===== src/rtl/mips_pipe_stage.sv =====
// Inter-stage pipeline register for the MIPS pipelines. It carries a NUM_FIELDS-word bundle
// under a valid/ready handshake, with optional two-entry skid buffering, flush and a stall counter.
module mips_pipe_stage #(
    parameter int DATA_W     = 32,
    parameter int NUM_FIELDS = 9,
    parameter int SKID       = 1,
    parameter int CNT_W      = 16
) (
    input  logic                         clk,
    input  logic                         reset,
    input  logic                         in_valid,
    output logic                         in_ready,
    input  logic [NUM_FIELDS*DATA_W-1:0] in_data,
    output logic                         out_valid,
    input  logic                         out_ready,
    output logic [NUM_FIELDS*DATA_W-1:0] out_data,
    input  logic                         flush,
    output logic [1:0]                   occupancy,
    output logic [CNT_W-1:0]             stall_cnt
);

    localparam int BUS_W = NUM_FIELDS * DATA_W;

    logic             main_valid;
    logic             skid_valid;
    logic [BUS_W-1:0] main_data;
    logic             accept;
    logic             main_free;

    // The main entry can take a new bundle when it is empty or is leaving this cycle.
    assign main_free = !main_valid || out_ready;
    assign accept    = in_valid && in_ready;

    generate
        if (SKID != 0) begin : g_skid
            logic [BUS_W-1:0] skid_data;

            // in_ready comes straight from a flop, so no combinational path runs from out_ready.
            assign in_ready = !skid_valid;

            // NOTE: non-blocking assignments keep every register update reading pre-edge values.
            always_ff @(posedge clk or negedge reset) begin
                if (!reset) begin
                    main_valid <= 1'b0;
                    skid_valid <= 1'b0;
                end else if (flush) begin
                    main_valid <= 1'b0;
                    skid_valid <= 1'b0;
                end else if (main_free) begin
                    if (skid_valid) begin
                        main_valid <= 1'b1;
                        skid_valid <= accept;
                    end else begin
                        main_valid <= accept;
                    end
                end else if (accept) begin
                    skid_valid <= 1'b1;
                end
            end

            // NOTE: payload registers are not reset; they are qualified by the valid bits and the output is masked.
            always_ff @(posedge clk) begin
                if (main_free) begin
                    if (skid_valid) begin
                        main_data <= skid_data;
                    end else if (accept) begin
                        main_data <= in_data;
                    end
                end
                if (accept && (skid_valid || !main_free)) begin
                    skid_data <= in_data;
                end
            end
        end else begin : g_single
            assign skid_valid = 1'b0;
            assign in_ready   = main_free;

            always_ff @(posedge clk or negedge reset) begin
                if (!reset) begin
                    main_valid <= 1'b0;
                end else if (flush) begin
                    main_valid <= 1'b0;
                end else if (accept) begin
                    main_valid <= 1'b1;
                end else if (out_ready) begin
                    main_valid <= 1'b0;
                end
            end

            always_ff @(posedge clk) begin
                if (accept) begin
                    main_data <= in_data;
                end
            end
        end
    endgenerate

    // An empty stage presents an all-zero bundle, which decodes as a NOP.
    assign out_valid = main_valid;
    assign out_data  = main_valid ? main_data : '0;
    assign occupancy = {1'b0, main_valid} + {1'b0, skid_valid};

    always_ff @(posedge clk or negedge reset) begin
        if (!reset) begin
            stall_cnt <= '0;
        end else if (out_valid && !out_ready && (stall_cnt != {CNT_W{1'b1}})) begin
            stall_cnt <= stall_cnt + CNT_W'(1);
        end
    end

endmodule


===== config.mk =====
export PLATFORM = sky130hd
export DESIGN_NAME = mips_pipe_stage
export DESIGN_NICKNAME = d
export VERILOG_FILES = /design/src/rtl/mips_pipe_stage.sv
export SDC_FILE = /design/constraint.sdc
export NUM_CORES = 1
export LEC_CHECK = 0
export ABC_AREA = 1
export CAP_MARGIN = 5
export CORE_AREA = 2 2 231 233
export DETAILED_ROUTE_END_ITERATION = 7
export DIE_AREA = 0 0 233 235
export HOLD_SLACK_MARGIN = 0.06
export PLACE_DENSITY = 0.83
export SLEW_MARGIN = 30
export SYNTH_ARGS = -nofsm -noshare
export SYNTH_HDL_FRONTEND = slang
export SYNTH_SLANG_ARGS = --single-unit

===== constraint.sdc =====
create_clock -name clk -period 28.9 [get_ports clk]
set_input_delay 4.335 -clock clk [delete_from_list [all_inputs] [get_ports clk]]
set_output_delay 4.335 -clock clk [all_outputs]
set_load 0.03 [all_outputs]

* After elaboration in Yosys (flattened, before gate mapping)
Cells that the tools add are included.
Storage, ports and cells: bits in registers 594, latch bits 0, RAM bits 0, memory bits (read-only) 0, bits of input ports 293, memories kept 0
Cells by class: add/sub/neg operators 2, $mul 0, div/mod/pow operators 0, $lt $le $gt $ge 0, eq/ne operators 1, shift operators 0, multiplexer cells 10, bitwise operators 0, reductions and logical operators 14
Operators with widths (number):
- $mux W288 | 3
- $add A16 B1 Y16 const B | 1
- $ne A16 B16 Y1 const B | 1
- $mux W1 | 7
- $logic_and A1 B1 Y1 | 4
- $logic_not A1 Y1 | 4
- $reduce_bool A2 Y1 | 2
- $reduce_bool A3 Y1 | 1
- $add A1 B1 Y2 | 1
- $logic_or A1 B1 Y1 | 2
- $reduce_and A2 Y1 | 1

* Logic depth before layout (Yosys ltp)
Gate-level depths: netlist of the first run.
depth after elaboration 5, mapped depth 9, gate-level depth less buffers 8

* Worst setup path before layout of the first run
OpenSTA, ideal clock, no wires.
kind input to register, start input port out_ready, end register g_skid.skid_data[0] (enable), data arrival time 23.917 ns, required time 27.608 ns, setup slack 3.692 ns, stages 3, path buffers 0, cell sequence nor2_8 > inv_2 > nor3_1
On the way: cells in the longest elaborated chain, start to end 4
RTL lines:
- start: declaration | line 15 | input logic out_ready,
- $logic_or A1 B1 Y1 | line 31 | assign main_free = !main_valid || out_ready;
- $logic_not A1 Y1 | line 70 | if (accept && (skid_valid || !main_free)) begin
- $logic_or A1 B1 Y1 | line 70
- $logic_and A1 B1 Y1 | line 70
- end signal: assignment | line 71 | skid_data <= in_data;
- end: declaration | line 36 | logic [BUS_W-1:0] skid_data;
No other way between the ends. A chain may end at the register's enable or synchronous reset.

* Worst setup path after layout of the first run
start register main_valid, in the netlist out_valid, end output port out_data[74]
On the way: cells in the longest elaborated chain, start to end 1
RTL lines:
- start: declaration | line 24 | logic main_valid;
- start signal: assignment | line 54 | main_valid <= accept;
- $mux W288 | line 100 | assign out_data = main_valid ? main_data : '0;
- end: declaration | line 16 | output logic [NUM_FIELDS*DATA_W-1:0] out_data,
No other way between the ends.

==> run metrics, run 1 <==
Yosys top cell by area edfxtp_1; max_slew headroom a little over a third; Skew-Pair Late Insertion Delay 0.62 ns; post-route insts no fill 3,600; Leakage roughly 15 nW; gr ovfl total 0; number of synthesized register bits about 590; combinational power share roughly an eighth; reg2reg start skid_valid$_DFFE_PN0P_; Peak VDD IR between 50 and 60 uV; Worst-path clk slew roughly 0.060 ns; critical path type register to output pin; CP peak stage delay 0.71 ns; Clk pwr share between 30% and 40%; crit path cell chain buf_6, buf_6, nand2_1, inv_1, clkdlybuf4s50_1; Final setup viols 0; worst-margin pin slew between 0.9 and 1 ns; Post-CTS Setup Inserts 0; largest net degree at the start of global routing roughly 190; Crit. End Element output pin; Port Buffers 600; Distinct cells, synth 29; Worst Hold Class register to register; vias in the first global route roughly 18,000; Fill cells between 3,000 and 4,000; final worst path period share a little over a quarter; Placer Congestion 0.852; Sw Pwr a little under 500 uW; Worst EP arrival around 3.6 ns; CP max-delay cell dfrtp_4; total global-route track usage ~23%; clk buf depth 3; via count 17,600; Power, Total a little over 2 mW; die width approximately 230 microns; post-synth top area share about 71%; TritonCTS Buffers 60; starting DRC count in detailed routing 1,351; drt first pass iters 5; status completed; most frequent CP cell buf_6; clock skew roughly 0.018 ns; Async SR Flop Fraction 3.03%; DR vias/cell 4.89; drt wl/cell 17.6 microns; Power Density between 60 and 70 nW/um^2; Post-DRT Antenna Nets 0; sw frac a little under a quarter; IO Pins between 600 and 700; number of synthesized flops with an enable pin 576; CTS Root Cell clkbuf_16; # DRC 0; most numerous cell in the Yosys netlist nand2_1; Synth area leaders edfxtp_1 71%, nand2_1 19%, inv_1 4.8%; fin nets approximately 3,200; synthesized area 24,300 sq um; Worst Path Max Fanout just over 100; Die H between 200 and 250 microns; fin crit period about 8 ns; Max Cap Viol 0; Synth Area per Inst between 10 and 15 sq um; die area approximately 55,000 sq um; first-pass GRT wire length 97,000 microns; Synth Flop Type edfxtp_1; TritonCTS Sinks approximately 590; placed insts 3,478; H-tree Lvls 2; Yosys warnings 0; Setup TNS 0 ns; share of cells above drive strength 1 under 10%; register share of total power roughly 50%; Max Freq between 0.1 and 0.15 GHz; critical path required time 24.57 ns; antenna violations before repair 9; Worst Setup SP out_valid$_DFFE_PN0P_; area of the core region between 50,000 and 60,000 sq um; Syn Inst Count ~2,300; CTS tree built; post-synthesis sequential area ratio between 70% and 80%; Final HPWL DP roughly 42,000 microns; Startpoint Class register; Hold Crit Start g_skid.skid_data[189]$_DFFE_PP_; cell internal pwr ~1.5 mW; total routed wirelength 63,500 microns; Hold Buf Count CTS 0; row count between 80 and 90; P&R area growth vs syn 35.5%; Initial Util between 40% and 50%; post-CTS sizing 0; Commonest cells post-synth 1,212 x nand2_1, 576 x edfxtp_1, 309 x inv_1; final hold violations 0; final max-slew violation count 0; syn nets 2,569; RSZ-0062 raised after global routing no
## metrics by stage
stage / utilization (%) / hold WS, ns / setup slack, ns / cell area, sq um
floorplan: - / 0.494 / 3.69 / 24300
global placement: 59.1 / 0.500 / 20.78 / 30900
detailed placement: 59.1 / 0.500 / 20.66 / 30900
CTS: 62.9 / 0.513 / 19.99 / 32800
global route: 63.1 / 0.532 / 20.76 / 32900
finish: 63.1 / 0.512 / 20.96 / 33000
## worst max-delay path, delay by kind of cell, from the launching register on
family | cells | cell delay, ns
buffers and inverters | 4 | 1.97
DFF | 1 | 0.71
and+or+nand+nor | 1 | 0.12
## state kept, by name, summed over array words and instances, names as in the netlist
| name | cells |
|---|---|
| main_data | 288 |
| out_valid | 1 |
| skid_valid | 1 |
| stall_cnt | 16 |
| g_skid.skid_data | 288 |
## cell usage in the layout, fill, tap and decap left out, types with 2 or more instances in the layout
| cell type | netlist | layout |
|---|---|---|
| diode_2 | 0 | 6 |
| clkbuf_16 | 0 | 61 |
| inv_1 | 309 | 308 |
| clkinv_1 | 0 | 8 |
| buf_4 | 1 | 4 |
| nand2_2 | 2 | 2 |
| nand2_1 | 1212 | 1212 |
| edfxtp_1 | 576 | 576 |
| inv_2 | 3 | 3 |
| buf_16 | 0 | 2 |
| nor2_2 | 5 | 5 |
| dfrtp_4 | 0 | 2 |
| ha_1 | 2 | 2 |
| nor2_4 | 2 | 2 |
| bufinv_16 | 0 | 7 |
| inv_6 | 0 | 6 |
| dfrtp_1 | 18 | 16 |
| clkbuf_1 | 25 | 16 |
| nor2_1 | 13 | 13 |
| buf_6 | 1 | 7 |
| o21ai_0 | 3 | 3 |
| xor2_1 | 4 | 4 |
| nand4_1 | 6 | 6 |
| nand3_1 | 10 | 10 |
| o21ai_2 | 3 | 3 |
| clkdlybuf4s50_1 | 0 | 599 |
| clkinv_2 | 0 | 14 |
| buf_12 | 0 | 3 |
## metal layers
metal / share of wire, % / vias to the layer above / global-route usage [%] / wire [microns]
met5: 0.063 / - / 0 / 40
met1: 36 / 8333 / 27.1 / 23100
met4: 4.1 / 6 / 10.2 / 2590
li1: - / 8308 / - / -
met3: 9.4 / 166 / 6.23 / 5980
met2: 50 / 777 / 38.5 / 31800
## power by group through the flow
stage / clock network, mW / logic, mW / registers [mW]
2_1_floorplan: 0 / 0.114 / 1.05
6_report: 0.779 / 0.240 / 1.02
4_1_cts: 0.790 / 0.238 / 1.02
3_5_place_dp: 0 / 0.236 / 1.04
3_3_place_gp: 0 / 0.230 / 1.04
5_1_grt: 0.821 / 0.258 / 1.02
## worst paths after layout
check	cells after the start	to	slack [ns]
min	2	main_data[189]$_DFFE_PP_	0.51
min in group asynchronous	1	stall_cnt[5]$_DFFE_PN0P_	3.67
min reg2reg	2	main_data[189]$_DFFE_PP_	0.51
max	5	out_data[74]	20.96
max reg2reg	5	g_skid.skid_data[197]$_DFFE_PP_	25.43
max in group asynchronous	1	skid_valid$_DFFE_PN0P_	24.89
## cell families (layout without fill, tap and decap cells)
family / Yosys count / after routing / share of synthesized area, %
buffers and inverters: 409 / 1041 / 6.70
XOR/XNOR: 5 / 5 / 0.180
flip-flops: 594 / 594 / 73.0
adder cells (fa/ha/maj): 2 / 2 / 0.103
other: 0 / 6 / 0
AND/OR/NAND/NOR: 1255 / 1255 / 19.8
AO/OA/AOI/OAI: 9 / 9 / 0.247
## final cells by class
cell class	count	area, sq um	area share (%)
flip-flops and latches	594	17800	53.9
clock inverters	36	370	1.12
clock buffers	77	1590	4.81
repair buffers	616	6220	18.9
diodes	6	15.0	0.0456
well taps	688	861	2.61
inverters	312	1180	3.58
multi-input cells	1271	4960	15.1
No activity file was read; power rests on OpenSTA's default activity.
==> run 2: changes to the inputs <==
--- a/config.mk
+++ b/config.mk
@@ -7,11 +7,11 @@
 export LEC_CHECK = 0
 export ABC_AREA = 1
 export CAP_MARGIN = 5
-export CORE_AREA = 2 2 231 233
+export CORE_MARGIN = 2
+export CORE_UTILIZATION = 45
 export DETAILED_ROUTE_END_ITERATION = 7
-export DIE_AREA = 0 0 233 235
 export HOLD_SLACK_MARGIN = 0.06
-export PLACE_DENSITY = 0.83
+export PLACE_DENSITY = 0.84
 export SLEW_MARGIN = 30
 export SYNTH_ARGS = -nofsm -noshare
 export SYNTH_HDL_FRONTEND = slang
==> constraint.sdc (replaced) <==
create_clock -name clk -period 6.79 [get_ports clk]
set_input_delay 1.0185 -clock clk [delete_from_list [all_inputs] [get_ports clk]]
set_output_delay 1.0185 -clock clk [all_outputs]
set_load 0.03 [all_outputs]
==> run metrics, run 2 (same netlist as run 1, synthesis figures left out) <==
Hold Buf Count CTS 0 (unchanged); Die H 236 microns (+0.63%); Power, Total 8.56 mW (+320%); # DRC 0 (unchanged); P&R area growth vs syn 35.2%; fin nets 3,149 (-0.032%); max_slew headroom 25.5% (-11 points); Initial Util 45.4% (-1.2 points); gr ovfl total 0 (unchanged); total routed wirelength 62,600 microns (-1.5%); status completed; Leakage 14.7 nW (-0.33%); first-pass GRT wire length 95,200 microns (-1.8%); Worst Hold Path Cells 2 (unchanged); Hold Crit Start g_skid.skid_data[188]$_DFFE_PP_; clk buf depth 3 (unchanged); R2R Setup Slk 3.21 ns (-22.22 ns); most common cell after layout, fill and taps aside nand2_1; TritonCTS Sinks 594 (unchanged); share of cells above drive strength 1 4.10% (-0.34 points); CTS tree built; largest registers g_skid.skid_data (288), main_data (288), stall_cnt (16); area of the core region 53,600 sq um (+2.6%); worst r2r dst main_data[182]$_DFFE_PP_; Crit. End Element output pin; row count 85 (+1.2%); worst-margin pin slew 1.12 ns (+0.166 ns); Setup TNS 0 ns (unchanged); Skew-Pair Late Insertion Delay 0.61 ns (about the same); Setup WS post-layout 2.43 ns (-18.53 ns); pre-CTS setup slack 3.01 ns (-17.65 ns); Startpoint Class register; Peak VDD IR 211 uV (+300%); reg2reg start skid_valid$_DFFE_PN0P_; Worst Hold Endpoint main_data[188]$_DFFE_PP_; Worst-path clk slew 0.06 ns (about the same); post-CTS sizing 0 (unchanged); Worst Hold Class register to register; clock skew 0.0148 ns (-0.00329 ns); Post-DRT Antenna Nets 0 (unchanged); critical path required time 5.77 ns (-18.80 ns); Worst EP arrival 3.34 ns (-0.26 ns); Post-CTS Setup Inserts 0 (unchanged); antenna violations before repair 7 (-2); drt wl/cell 17.4 microns (-1.5%); worst r2r path cells 3 (-2); largest net degree at the start of global routing 168 (-9.2%); Final HPWL DP 41,500 microns (-1.3%); final hold violations 0 (unchanged); die width 236 microns (+1.5%); Placer Congestion 0.871 (+2.3%); Fill cells 4,053 (+7.2%); RSZ-0062 raised after global routing no; placed insts 3,488 (+0.29%); die area 55,900 sq um (+2.1%); most frequent cells in the layout 1,212 x nand2_1, 600 x clkdlybuf4s50_1, 576 x edfxtp_1, 308 x inv_1, 61 x clkbuf_16; Max Cap Viol 0 (unchanged); critical path type register to output pin; Port Buffers 600 (unchanged); IO Pins 601 (unchanged); CTS Root Cell clkbuf_16; total global-route track usage 21.7% (-1.0 points); final worst path period share 64.2%; Power Density 260 nW/um^2 (+320%); Worst Path Max Fanout 74 (-27%); via count 17,400 (-1.3%); final max-slew violation count 0 (unchanged); fin crit period about 4.4 ns; vias in the first global route 17,100 (-3.6%); H-tree Lvls 2 (unchanged); drt first pass iters 6 (+1); Max Freq 0.229 GHz; starting DRC count in detailed routing 1,237 (-8.4%); post-route insts no fill 3,600 (unchanged); DR vias/cell 4.82 (-1.3%); Final setup viols 0 (unchanged); TritonCTS Buffers 60 (unchanged)
[run 2: cell count changes in the layout (fill, tap and decap cells not counted), moves of 2 or more]
| cell | change |
|---|---|
| clkinv_1 | +8 |
| buf_6 | -7 |
| clkinv_2 | -7 |
| buf_4 | +5 |
| clkbuf_1 | -5 |
| clkbuf_8 | +3 |
| inv_6 | -3 |
| buf_12 | +2 |
| bufinv_16 | -2 |
| diode_2 | -2 |
[run 2: through the flow]
step	util [%]	hold WS, ns	instance area (sq um)
floorplan	-	0.494	24300
global placement	57.7	0.496	30900
detailed placement	57.8	0.500	31000
CTS	61.3	0.515	32900
global route	61.3	0.530	32900
finish	61.3	0.513	32900
[run 2: how the worst max path moves through the flow]
stage / cells past startpoint / endpoint / start
after floorplan: 3 / g_skid.skid_data[0]$_DFFE_PP_ / out_ready
after global placement: 4 / out_data[264] / out_valid$_DFFE_PN0P_
after detailed placement: 4 / out_data[262] / out_valid$_DFFE_PN0P_
after CTS: 4 / out_data[262] / out_valid$_DFFE_PN0P_
after global routing: 4 / out_data[258] / out_valid$_DFFE_PN0P_
final: 4 / out_data[262] / out_valid$_DFFE_PN0P_
[run 2: final cells by class]
type	count	area [sq um]	area share [%]
diodes	4	10.0	0.0304
clock buffers	75	1610	4.89
clock inverters	33	288	0.875
inverters	312	1180	3.59
multi-input cells	1271	4970	15.1
flip-flops and latches	594	17800	54.0
well taps	696	871	2.65
repair buffers	615	6200	18.9
[run 2: routing by layer]
| metal | track usage (%) | vias to the layer above | wire, microns |
|---|---|---|---|
| li1 | - | 8310 | - |
| met1 | 27.0 | 8150 | 24000 |
| met2 | 36.5 | 751 | 30900 |
| met3 | 5.05 | 150 | 5080 |
| met4 | 9.47 | 4 | 2610 |
| met5 | 0 | - | 23 |
[run 2: report_power, final]
part           switching, mW  leakage (nW)  total (mW)  internal, mW
clock network           1.35         0.927        3.21          1.86
logic                  0.597          8.08        1.02         0.422
registers             0.0863          5.66        4.33          4.25
[run 2: critical path: stages, from the launching register on]
cell             delay [ns]
dfrtp_4                1.00
buf_4                  0.73
nand2_1                0.13
inv_1                  0.13
clkdlybuf4s50_1        0.68
==> run 3: changes to the inputs <==
==> constraint.sdc (replaced) <==
create_clock -name clk -period 3.5 [get_ports clk]
set_input_delay 0.525 -clock clk [delete_from_list [all_inputs] [get_ports clk]]
set_output_delay 0.525 -clock clk [all_outputs]
set_load 0.03 [all_outputs]
==> run metrics, run 3 (same netlist as run 1, synthesis figures left out) <==
drt first pass iters 7 (+1); Startpoint Class register; worst-margin pin slew 1.12 ns (+0.0000350 ns); starting DRC count in detailed routing 1,303 (+5.3%); die area 55,900 sq um (unchanged); Final setup viols 0 (unchanged); RSZ-0062 raised after global routing no; critical path type register to output pin; crit path cell chain buf_12, nand2_1, inv_1, clkdlybuf4s50_1; total global-route track usage 22.5% (+0.79 points); Worst Setup SP out_valid$_DFFE_PN0P_; Worst Path Max Fanout 89 (+20%); clock skew 0.0317 ns (+0.0169 ns); CP max-delay cell clkdlybuf4s50_1; Port Buffers 600 (unchanged); TritonCTS Sinks 594 (unchanged); Hold Buf Count CTS 0 (unchanged); gr ovfl total 0 (unchanged); status completed; Post-CTS Setup Inserts 0 (unchanged); Post-DRT Antenna Nets 0 (unchanged); worst r2r path cells 3 (unchanged); largest registers g_skid.skid_data (288), main_data (288), stall_cnt (16); fin crit period 3.18 ns; hold_ws 0.418 ns (-0.0953 ns); most common cell after layout, fill and taps aside nand2_1; met1 usage 26.0% (-0.94 points); CP peak stage delay 0.68 ns (-0.32 ns); fin nets 3,165 (+0.51%); via count 17,600 (+1.6%); # DRC 0 (unchanged); CTS tree built; final instance area 33,400 sq um (+1.5%); vias in the first global route 17,500 (+2.5%); Crit. End Element output pin; Power, Total 17.4 mW (+100%); Worst Hold Class input port to asynchronous set/reset pin; final max-slew violation count 0 (unchanged); TritonCTS Buffers 60 (unchanged); GRT busiest layer met2; GR Layer Usage met3 5.14% (+0.093 points); register share of total power 48.3% (-2.3 points); clk buf depth 3 (unchanged); fin util 62.3% (+0.93 points); Max Cap Viol 0 (unchanged); max_slew headroom 25.5% (about the same); antenna violations before repair 15 (+8); R2R Setup Slk 0.90 ns (-2.31 ns); sw frac 23.6% (-0.17 points); reg2reg start skid_valid$_DFFE_PN0P_; Die H 236 microns (unchanged); Sw Pwr 4.10 mW (+100%); total routed wirelength 65,400 microns (+4.6%); Setup WS post-layout 0.319 ns (-2.11 ns); cell internal pwr 13.3 mW (+100%); Worst EP arrival 2.66 ns (-0.68 ns); Critical Path End out_data[199]; final worst path period share a little over 90%; most frequent cells in the layout 1,212 x nand2_1, 599 x clkdlybuf4s50_1, 576 x edfxtp_1, 308 x inv_1, 62 x clkbuf_16; Leakage 14.9 nW (+1.6%); share of cells above drive strength 1 5.21% (+1.1 points); row count 85 (unchanged); CTS Root Cell clkbuf_16; critical path required time 2.97 ns (-2.80 ns); H-tree Lvls 2 (unchanged); Clk pwr share 40.0% (+2.5 points); die width 236 microns (unchanged); Max Freq about 0.31 GHz; routing usage on met2 38.6% (+2.1 points); first-pass GRT wire length 97,200 microns (+2.1%); largest net degree at the start of global routing 184 (+9.5%); area of the core region 53,600 sq um (unchanged); Skew-Pair Late Insertion Delay 0.62 ns (about the same); Placer Congestion 0.870 (-0.14%); Final HPWL DP 42,700 microns (+2.9%); Initial Util 45.4% (unchanged); final hold violations 0 (unchanged); Worst-path clk slew 0.06 ns (about the same); DR vias/cell 4.87 (+0.87%); P&R area growth vs syn 37.2%; Placement Cell Area 31,200 sq um (+0.71%); post-CTS sizing 0 (unchanged); Peak VDD IR 520 uV (+150%); combinational power share 11.7% (-0.2 points); pre-CTS setup slack 0.788 ns (-2.23 ns); drt wl/cell 18.0 microns (+3.9%); IO Pins 601 (unchanged); worst r2r dst main_data[194]$_DFFE_PP_; Power Density 521 nW/um^2 (+100%)
-- run 3: cell count changes in the layout (fill, tap and decap cells not counted), moves of 3 or more --
cell / delta
clkinv_4: +3
buf_4: +6
clkinv_1: -9
clkbuf_8: -3
buf_12: +10
inv_6: -3
diode_2: +7
clkinv_2: +6
clkbuf_1: -4
clkinvlp_4: +3
bufinv_16: +8
-- run 3: critical path, delay by kind of cell (launching register included) --
family	cells	cell delay (ns)
buffers and inverters	3	1.15
AND/OR/NAND/NOR	1	0.14
flip-flops	1	0.67
-- run 3: how the worst min path moves through the flow --
stage	from	to	slack, ns	cells after the start
4_1_cts	reset	stall_cnt[12]$_DFFE_PN0P_	0.42	1
3_5_place_dp	g_skid.skid_data[10]$_DFFE_PP_	main_data[10]$_DFFE_PP_	0.50	2
5_1_grt	reset	stall_cnt[9]$_DFFE_PN0P_	0.41	2
2_1_floorplan	reset	out_valid$_DFFE_PN0P_	0.23	0
6_report	reset	stall_cnt[12]$_DFFE_PN0P_	0.42	2
3_3_place_gp	g_skid.skid_data[241]$_DFFE_PP_	main_data[241]$_DFFE_PP_	0.50	2
-- run 3: stage by stage --
stage          TNS (ns)  std cells
6_report              0       3627
5_1_grt               0       3627
4_1_cts               0       3615
3_5_place_dp          0       3503
3_3_place_gp          0       3503
2_1_floorplan  -2045.78       2274
-- run 3: layer usage --
layer	vias to the layer above	routed length, microns
met5	-	57
met4	8	3410
met3	200	5330
met2	832	33100
met1	8260	23600
li1	8347	-
-- run 3: power by group through the flow --
| stage | Combinational [mW] | Sequential, mW | Clock [mW] |
|---|---|---|---|
| 3_3_place_gp | 1.97 | 8.54 | 0 |
| 6_report | 2.03 | 8.40 | 6.95 |
| 4_1_cts | 2.04 | 8.40 | 7.07 |
| 3_5_place_dp | 2.01 | 8.54 | 0 |
| 5_1_grt | 2.17 | 8.43 | 7.33 |
| 2_1_floorplan | 0.949 | 8.57 | 0 |
-- run 3: cell type report --
cell class,instances,area (sq um)
clock buffers,69,1580
flip-flops and latches,594,17800
inverters,312,1180
fillers,3858,20200
diodes,11,27.5
multi-input cells,1271,4970
clock inverters,43,574
well taps,696,871
repair buffers,631,6420
